`src/rtl/nvram_upload_responder_pkg.sv`:
```
`default_nettype none
// ============================================================================
// Module   : nvram_upload_pkg
// Purpose  : Shared constants for the NVRAM upload responder: FSM encodings,
//            out-of-range read data and reset value of the HPS data bus.
// Revision : 1.0 - initial release
// ============================================================================
package nvram_upload_pkg;

  // FSM encoding (IDLE / REQ / LAT), explicit 2-bit width
  typedef logic [1:0] state_t;
  localparam state_t ST_IDLE = 2'd0;
  localparam state_t ST_REQ  = 2'd1;
  localparam state_t ST_LAT  = 2'd2;

  // Byte returned for reads beyond the saved region
  localparam logic [7:0] OOR_DATA  = 8'hFF;
  // Value of ioctl_din out of reset
  localparam logic [7:0] RESET_DIN = 8'h00;

  // Width of the HPS ioctl byte address
  localparam int IOCTL_ADDR_W = 25;

endpackage
`default_nettype wire

```
`src/rtl/nvram_upload_responder_if.sv`:
```
`default_nettype none
// ============================================================================
// Module   : nvram_upload_responder_if
// Purpose  : Bundles the HPS ioctl upload signals, the shared RAM read port
//            and the CPU write strobe seen by the upload responder.
// Revision : 1.0 - initial release
// ============================================================================
interface nvram_upload_responder_if #(
  parameter int ADDR_W = 10
) ();
  // HPS side
  logic              ioctl_upload;
  logic              ioctl_rd;
  logic [24:0]       ioctl_addr;
  logic [7:0]        ioctl_din;
  logic              ioctl_wait;
  logic              upload_req;
  // Shared RAM read port
  logic              mem_req;
  logic              mem_gnt;
  logic [ADDR_W-1:0] mem_addr;
  logic [7:0]        mem_q;
  // CPU write strobe into the saved region
  logic              cpu_wr;

  // Responder view
  modport slave (
    input  ioctl_upload, ioctl_rd, ioctl_addr, mem_gnt, mem_q, cpu_wr,
    output ioctl_din, ioctl_wait, upload_req, mem_req, mem_addr
  );

  // Environment view (HPS, arbiter/RAM, CPU)
  modport master (
    output ioctl_upload, ioctl_rd, ioctl_addr, mem_gnt, mem_q, cpu_wr,
    input  ioctl_din, ioctl_wait, upload_req, mem_req, mem_addr
  );
endinterface
`default_nettype wire

```
`src/rtl/nvram_upload_responder_quiet_timer.sv`:
```
`default_nettype none
// ============================================================================
// Module   : nvram_quiet_timer
// Purpose  : Tracks CPU writes to the saved region and pulses upload_req once
//            the region has been quiet for QUIET_CYCLES clocks. The countdown
//            is frozen while an upload session is active.
// Revision : 1.0 - initial release
// ============================================================================
module nvram_quiet_timer #(
  parameter int QUIET_CYCLES = 4000000
) (
  input  wire logic clk_sys,
  input  wire logic reset_n,
  input  wire logic cpu_wr_i,
  input  wire logic freeze_i,
  output logic      upload_req_o
);
  localparam int                CNT_W    = $clog2(QUIET_CYCLES);
  localparam logic [CNT_W-1:0]  CNT_LOAD = CNT_W'(QUIET_CYCLES - 1);

  logic             dirty_q, dirty_d;
  logic [CNT_W-1:0] cnt_q, cnt_d;

  // A write always wins over expiry; otherwise count down (saturating) or fire
  always_comb begin
    dirty_d      = dirty_q;
    cnt_d        = cnt_q;
    upload_req_o = 1'b0;
    if (cpu_wr_i) begin
      dirty_d = 1'b1;
      cnt_d   = CNT_LOAD;
    end else if (dirty_q && !freeze_i) begin
      if (cnt_q != '0) begin
        cnt_d = cnt_q - 1'b1;
      end else begin
        upload_req_o = 1'b1;
        dirty_d      = 1'b0;
      end
    end
  end

  // Dirty flag and quiet counter registers
  always_ff @(posedge clk_sys or negedge reset_n) begin
    if (!reset_n) begin
      dirty_q <= 1'b0;
      cnt_q   <= '0;
    end else begin
      dirty_q <= dirty_d;
      cnt_q   <= cnt_d;
    end
  end

endmodule
`default_nettype wire

```
`src/rtl/nvram_upload_responder.sv`:
```
`default_nettype none
// ============================================================================
// Module   : nvram_upload_responder
// Purpose  : Serves HPS save-file upload reads from the battery/high-score RAM
//            through a shared, arbitrated read port, stalling the HPS with
//            ioctl_wait, and requests an auto-save after CPU writes go quiet.
// Revision : 1.0 - initial release
// ============================================================================
module nvram_upload_responder
  import nvram_upload_pkg::*;
#(
  parameter int ADDR_W       = 10,
  parameter int RAM_LATENCY  = 1,
  parameter int QUIET_CYCLES = 4000000
) (
  input  wire logic               clk_sys,
  input  wire logic               reset_n,
  nvram_upload_responder_if.slave bus
);
  localparam logic [1:0] LAT_LOAD = 2'(RAM_LATENCY - 1);

  state_t            state_q, state_d;
  logic [ADDR_W-1:0] mem_addr_q, mem_addr_d;
  logic [7:0]        din_q, din_d;
  logic [1:0]        lat_q, lat_d;
  logic              in_range;

  // Upper address bits beyond the region must all be zero
  assign in_range = (bus.ioctl_addr[IOCTL_ADDR_W-1:ADDR_W] == '0);

  // Read FSM: accept one strobe in IDLE, hold request until granted, wait out RAM latency
  always_comb begin
    state_d    = state_q;
    mem_addr_d = mem_addr_q;
    din_d      = din_q;
    lat_d      = lat_q;
    case (state_q)
      ST_IDLE: begin
        if (bus.ioctl_rd && bus.ioctl_upload) begin
          if (in_range) begin
            mem_addr_d = bus.ioctl_addr[ADDR_W-1:0];
            state_d    = ST_REQ;
          end else begin
            din_d = OOR_DATA;
          end
        end
      end
      ST_REQ: begin
        if (!bus.ioctl_upload) begin
          state_d = ST_IDLE;
        end else if (bus.mem_gnt) begin
          lat_d   = LAT_LOAD;
          state_d = ST_LAT;
        end
      end
      ST_LAT: begin
        if (!bus.ioctl_upload) begin
          state_d = ST_IDLE;
        end else if (lat_q == 2'd0) begin
          din_d   = bus.mem_q;
          state_d = ST_IDLE;
        end else begin
          lat_d = lat_q - 2'd1;
        end
      end
      default: state_d = ST_IDLE;
    endcase
  end

  // FSM and datapath registers; reset abandons any read in flight
  always_ff @(posedge clk_sys or negedge reset_n) begin
    if (!reset_n) begin
      state_q    <= ST_IDLE;
      mem_addr_q <= '0;
      din_q      <= RESET_DIN;
      lat_q      <= 2'd0;
    end else begin
      state_q    <= state_d;
      mem_addr_q <= mem_addr_d;
      din_q      <= din_d;
      lat_q      <= lat_d;
    end
  end

  // Request is dropped in the abort cycle so the arbiter never grants a dead read
  assign bus.mem_req    = (state_q == ST_REQ) && bus.ioctl_upload;
  assign bus.mem_addr   = mem_addr_q;
  assign bus.ioctl_din  = din_q;
  // Wait covers the strobe cycle itself, before the FSM has left IDLE
  assign bus.ioctl_wait = bus.ioctl_rd || (state_q != ST_IDLE);

  nvram_quiet_timer #(
    .QUIET_CYCLES (QUIET_CYCLES)
  ) u_quiet_timer (
    .clk_sys      (clk_sys),
    .reset_n      (reset_n),
    .cpu_wr_i     (bus.cpu_wr),
    .freeze_i     (bus.ioctl_upload),
    .upload_req_o (bus.upload_req)
  );

endmodule
`default_nettype wire
```
`src/flat_wrapper.sv`:
```
// flat-port wrapper written by rule: the top's interface ports become plain ports
module nvram_upload_responder_flat import nvram_upload_pkg::*;
#(
  parameter int ADDR_W       = 10,
  parameter int RAM_LATENCY  = 1,
  parameter int QUIET_CYCLES = 4000000
)
  (clk_sys, reset_n, bus_ioctl_upload, bus_ioctl_rd, bus_ioctl_addr, bus_mem_gnt, bus_mem_q, bus_cpu_wr, bus_ioctl_din, bus_ioctl_wait, bus_upload_req, bus_mem_req, bus_mem_addr);
  nvram_upload_responder_if #(.ADDR_W(ADDR_W)) bus_i ();
  input  wire logic clk_sys;
  input  wire logic reset_n;
  input wire logic [$bits(bus_i.ioctl_upload)-1:0] bus_ioctl_upload;
  input wire logic [$bits(bus_i.ioctl_rd)-1:0] bus_ioctl_rd;
  input wire logic [$bits(bus_i.ioctl_addr)-1:0] bus_ioctl_addr;
  input wire logic [$bits(bus_i.mem_gnt)-1:0] bus_mem_gnt;
  input wire logic [$bits(bus_i.mem_q)-1:0] bus_mem_q;
  input wire logic [$bits(bus_i.cpu_wr)-1:0] bus_cpu_wr;
  output wire logic [$bits(bus_i.ioctl_din)-1:0] bus_ioctl_din;
  output wire logic [$bits(bus_i.ioctl_wait)-1:0] bus_ioctl_wait;
  output wire logic [$bits(bus_i.upload_req)-1:0] bus_upload_req;
  output wire logic [$bits(bus_i.mem_req)-1:0] bus_mem_req;
  output wire logic [$bits(bus_i.mem_addr)-1:0] bus_mem_addr;
  assign bus_i.ioctl_upload = bus_ioctl_upload;
  assign bus_i.ioctl_rd = bus_ioctl_rd;
  assign bus_i.ioctl_addr = bus_ioctl_addr;
  assign bus_i.mem_gnt = bus_mem_gnt;
  assign bus_i.mem_q = bus_mem_q;
  assign bus_i.cpu_wr = bus_cpu_wr;
  assign bus_ioctl_din = bus_i.ioctl_din;
  assign bus_ioctl_wait = bus_i.ioctl_wait;
  assign bus_upload_req = bus_i.upload_req;
  assign bus_mem_req = bus_i.mem_req;
  assign bus_mem_addr = bus_i.mem_addr;
  nvram_upload_responder #(.ADDR_W(ADDR_W), .RAM_LATENCY(RAM_LATENCY), .QUIET_CYCLES(QUIET_CYCLES)) u_core (.clk_sys(clk_sys), .reset_n(reset_n), .bus(bus_i));
endmodule
```
`config.mk`:
```
export PLATFORM = sky130hd
export DESIGN_NAME = nvram_upload_responder_flat
export DESIGN_NICKNAME = d
export VERILOG_FILES = /design/src/rtl/nvram_upload_responder_pkg.sv /design/src/rtl/nvram_upload_responder_if.sv /design/src/rtl/nvram_upload_responder_quiet_timer.sv /design/src/rtl/nvram_upload_responder.sv /design/src/flat_wrapper.sv
export SDC_FILE = /design/constraint.sdc
export NUM_CORES = 1
export LEC_CHECK = 0
export CORE_ASPECT_RATIO = 1.4
export CORE_MARGIN = 5
export CORE_UTILIZATION = 45
export CTS_BUF_LIST = sky130_fd_sc_hd__clkbuf_8
export CTS_CLUSTER_SIZE = 8
export DETAILED_ROUTE_END_ITERATION = 10
export GPL_TIMING_DRIVEN = 0
export PLACE_DENSITY = 0.78
export SETUP_SLACK_MARGIN = 0.05
export SYNTH_ARGS = -nofsm -noshare
export SYNTH_HDL_FRONTEND = slang
export SYNTH_SLANG_ARGS = --single-unit
```
`constraint.sdc`:
```
create_clock -name clk_sys -period 1.9 [get_ports clk_sys]
set_input_delay 0.38 -clock clk_sys [delete_from_list [all_inputs] [get_ports clk_sys]]
set_output_delay 0.38 -clock clk_sys [all_outputs]
set_load 0.01 [all_outputs]
```
==> flow_metrics.py <==
metrics = {
    "critical_path": {
        "worstSetupEndpointType": "register",
        "critPathMaxFanout": 5,
        "cp-start-kind": "register",
        "critPathArrivalTime_ns": 2.40,
        "crit_type": "register to register",
        "crit_required_ns": 2.09,
    },
    "cts": {
        "clk_path_buf_depth": 2,
        "path_clk_slew_ns": 0.09,
        "tritoncts": "yes",
        "ctsHoldBuffers": 0,
        "cts-buffers-inserted": 5,
        "cts_sinks": 45,
        "cts_root_buf": "clkbuf_8",
        "clk_latency_ns": 0.30,
        "cts_max_level": 2,
    },
    "synth": {
        "synthCells": 211,
        "synth_warnings": 0,
        "yosys-top-cells-area": "dfrtp_1, mux2_2, nand2_1",
        "synth.most_common_cell": "dfrtp_1",
        "ys.flop_type": "dfrtp_1",
        "async_flop_share_pct": 100,
        "synth_cell_types": 51,
        "synth-edff-count": 0,
        "synth_fp_nets": 252,
        "synth.top_cells.by_count": "dfrtp_1, nand2_1, nor2_1",
        "synth.cell_area_sq_mm": 0.00221,
        "avgSynthCellArea_sq_um": 10.5,
        "yosys.area.top_type": "dfrtp_1",
        "seq_area_frac_synth_pct": 50.8,
        "synth-seq-cells": 45,
        "synth_top_area_share_pct": 50.8,
    },
    "placed_design": {
        "io_buffers": 58,
        "gp_congestion": 0.827,
        "place_hpwl_um": 4010,
        "placed_cell_area_sq_mm": 0.00293,
    },
    "power": {
        "powerDensity_mw_per_mm2": 565,
        "ir_drop_mv": 0.413,
        "p_leak_uw": 0.00126,
        "p_total_uw": 1900,
    },
    "die": {
        "initial_core_util_pct": 46.1,
        "boundaryPins": 60,
        "die_w_um": 69.3,
        "die_area_sq_mm": 0.00644,
        "chipHeight_um": 93.0,
        "placementRows": 30,
        "core_area_sq_mm": 0.00480,
    },
    "route": {
        "first_pass_iters": 4,
        "drc": 0,
        "first_iter_violations": 159,
        "routedWlPerCell_um": 16.9,
        "totalWireLength_um": 6040,
        "vias": 2043,
        "viasPerCell": 5.71,
        "drtAntennaViolNets": 0,
    },
    "status": {
        "status": "finished with violations",
        "violations": "setup timing",
    },
    "layout": {
        "n_antenna_cell": 0,
        "drive_gt1_share_pct": 27.2,
        "num-fill-cells": 357,
        "syn2layout_area_growth_pct": 52.0,
        "fin_nets": 334,
        "finalInstanceArea_sq_mm": 0.00337,
    },
    "timing": {
        "tightestPinTransition_ns": 0.611,
        "finalSetupViolCount": 15,
        "setup_tns_ns": -2.90,
        "finalCriticalPeriod_ns": 2.20,
        "max_slew_margin_pct": 59.3,
        "rsz0062_at_grt": "yes",
        "fin_crit_sh_pct": 116,
        "timing.clock.skew_ns": 0.00530,
        "fmax_mhz": 454,
        "hold_viol": 0,
        "slew_violations": 0,
        "setup_ws_ns": -0.304,
    },
    "grt": {
        "grt_first_pass_wirelength_um": 9580,
        "grt_max_degree": 25,
        "antenna_found_initial": 0,
        "grt_overflow": 0,
        "grt_pass1_vias": 2075,
        "grt_usage_pct": 18.3,
    },
    "worst_hold_path": {
        "hold_class": "primary input to async pin",
    },
    "run": {
        "maxCapViolCount": 0,
    },
}
repair_timing:
action                     CTS  global route
cloned                       1             0
gates resized for setup     23            26
buffers inserted            12             8
setup endpoints to repair   32            33
pin swaps                    9            11
flip-flops by register name, summed over array words and instances, names as in the netlist:
| name | flops |
|---|---|
| u_core.u_quiet_timer.dirty_q | 1 |
| u_core.bus.ioctl_din | 8 |
| u_core.state_q | 2 |
| u_core.u_quiet_timer.cnt_q | 22 |
| u_core.bus.mem_addr | 10 |
| u_core.lat_q | 2 |
area by class of cell:
class	count	area (sq um)	area share [%]
multi-input cells	152	1240	36.8
clock buffers	6	82.6	2.45
repair buffers	78	742	22.0
well taps	64	80.1	2.38
clock inverters	2	37.5	1.11
plain buffers	5	33.8	1.00
flip-flops and latches	45	1130	33.5
inverters	6	22.5	0.669
per-stage QoR:
| step | setup WS, ns | util, % | cells | hold slack, ns |
|---|---|---|---|---|
| after floorplan | -0.0686 | - | 211 | 0.0844 |
| after global placement | -0.776 | 60.7 | 333 | 0.468 |
| after detailed placement | -0.796 | 61.0 | 334 | 0.375 |
| after CTS | -0.365 | 66.9 | 353 | 0.0481 |
| after global routing | -0.334 | 70.1 | 358 | 0.0690 |
| final | -0.304 | 70.1 | 358 | 0.0389 |
path summary, 6_finish.rpt:
path | from | end | slack [ns] | cells after the start
worst min-delay path | reset_n | u_core.u_quiet_timer.cnt_q[14]$_DFFE_PN0P_ | 0.04 | 1
worst min register to register | u_core.bus.ioctl_din[7]$_DFFE_PN0P_ | u_core.bus.ioctl_din[7]$_DFFE_PN0P_ | 0.49 | 1
worst max-delay path | u_core.u_quiet_timer.cnt_q[17]$_DFFE_PN0P_ | u_core.u_quiet_timer.cnt_q[17]$_DFFE_PN0P_ | -0.30 | 7
min in group clk_sys | u_core.bus.ioctl_din[7]$_DFFE_PN0P_ | u_core.bus.ioctl_din[7]$_DFFE_PN0P_ | 0.49 | 1
worst max register to register | u_core.u_quiet_timer.cnt_q[17]$_DFFE_PN0P_ | u_core.u_quiet_timer.cnt_q[17]$_DFFE_PN0P_ | -0.30 | 7
max in group asynchronous | reset_n | u_core.u_quiet_timer.dirty_q$_DFFE_PN0P_ | 1.36 | 2
worst max-delay path, cell delays in order (launching register included):
cell and delay [ns]:
dfrtp_1 0.41, or4_4 0.57, buf_6 0.14, or2_4 0.27
o31ai_4 0.29, buf_6 0.18, nor4b_1 0.06, o21a_1 0.18
report_power, final:
group	internal (uW)	switching [uW]	total (uW)
clock network	428	327	754
registers	964	5.86	969
logic	100	78.2	178
layout by cell type (no fill, tap or decap), drive strengths merged, types with 5 or more instances in the layout:
| master | Yosys | layout |
|---|---|---|
| mux2 | 11 | 11 |
| clkbuf | 5 | 9 |
| buf | 3 | 24 |
| nand2 | 20 | 20 |
| nor4 | 8 | 8 |
| nor2 | 20 | 20 |
| nand3 | 6 | 6 |
| inv | 6 | 6 |
| nor3 | 8 | 8 |
| clkdlybuf4s50 | 0 | 54 |
| o22a | 8 | 8 |
| dfrtp | 45 | 45 |
| or4 | 5 | 5 |
| xnor2 | 8 | 8 |
per-layer routing:
layer / up-vias / global-route usage, % / wire, um / share of wire [%]
met5: - / 0 / 0 / 0
met4: 0 / 8.79 / 197 / 3.3
met3: 19 / 5.48 / 391 / 6.5
met2: 81 / 32.2 / 3190 / 53
met1: 1005 / 19.8 / 2250 / 37
li1: 938 / - / - / -
cells by family (layout without fill, tap and decap cells):
kind of cell / after synthesis / count (layout) / share of synthesized area (%)
AND/OR/NAND/NOR: 91 / 91 / 21.8
flip-flops: 45 / 45 / 50.8
AO/OA/AOI/OAI: 35 / 35 / 12.7
buffers and inverters: 14 / 97 / 2.77
XOR/XNOR: 12 / 12 / 4.75
multiplexers: 12 / 12 / 6.05
adder cells (fa/ha/maj): 2 / 2 / 1.13
No activity file was read; power rests on OpenSTA's default activity.
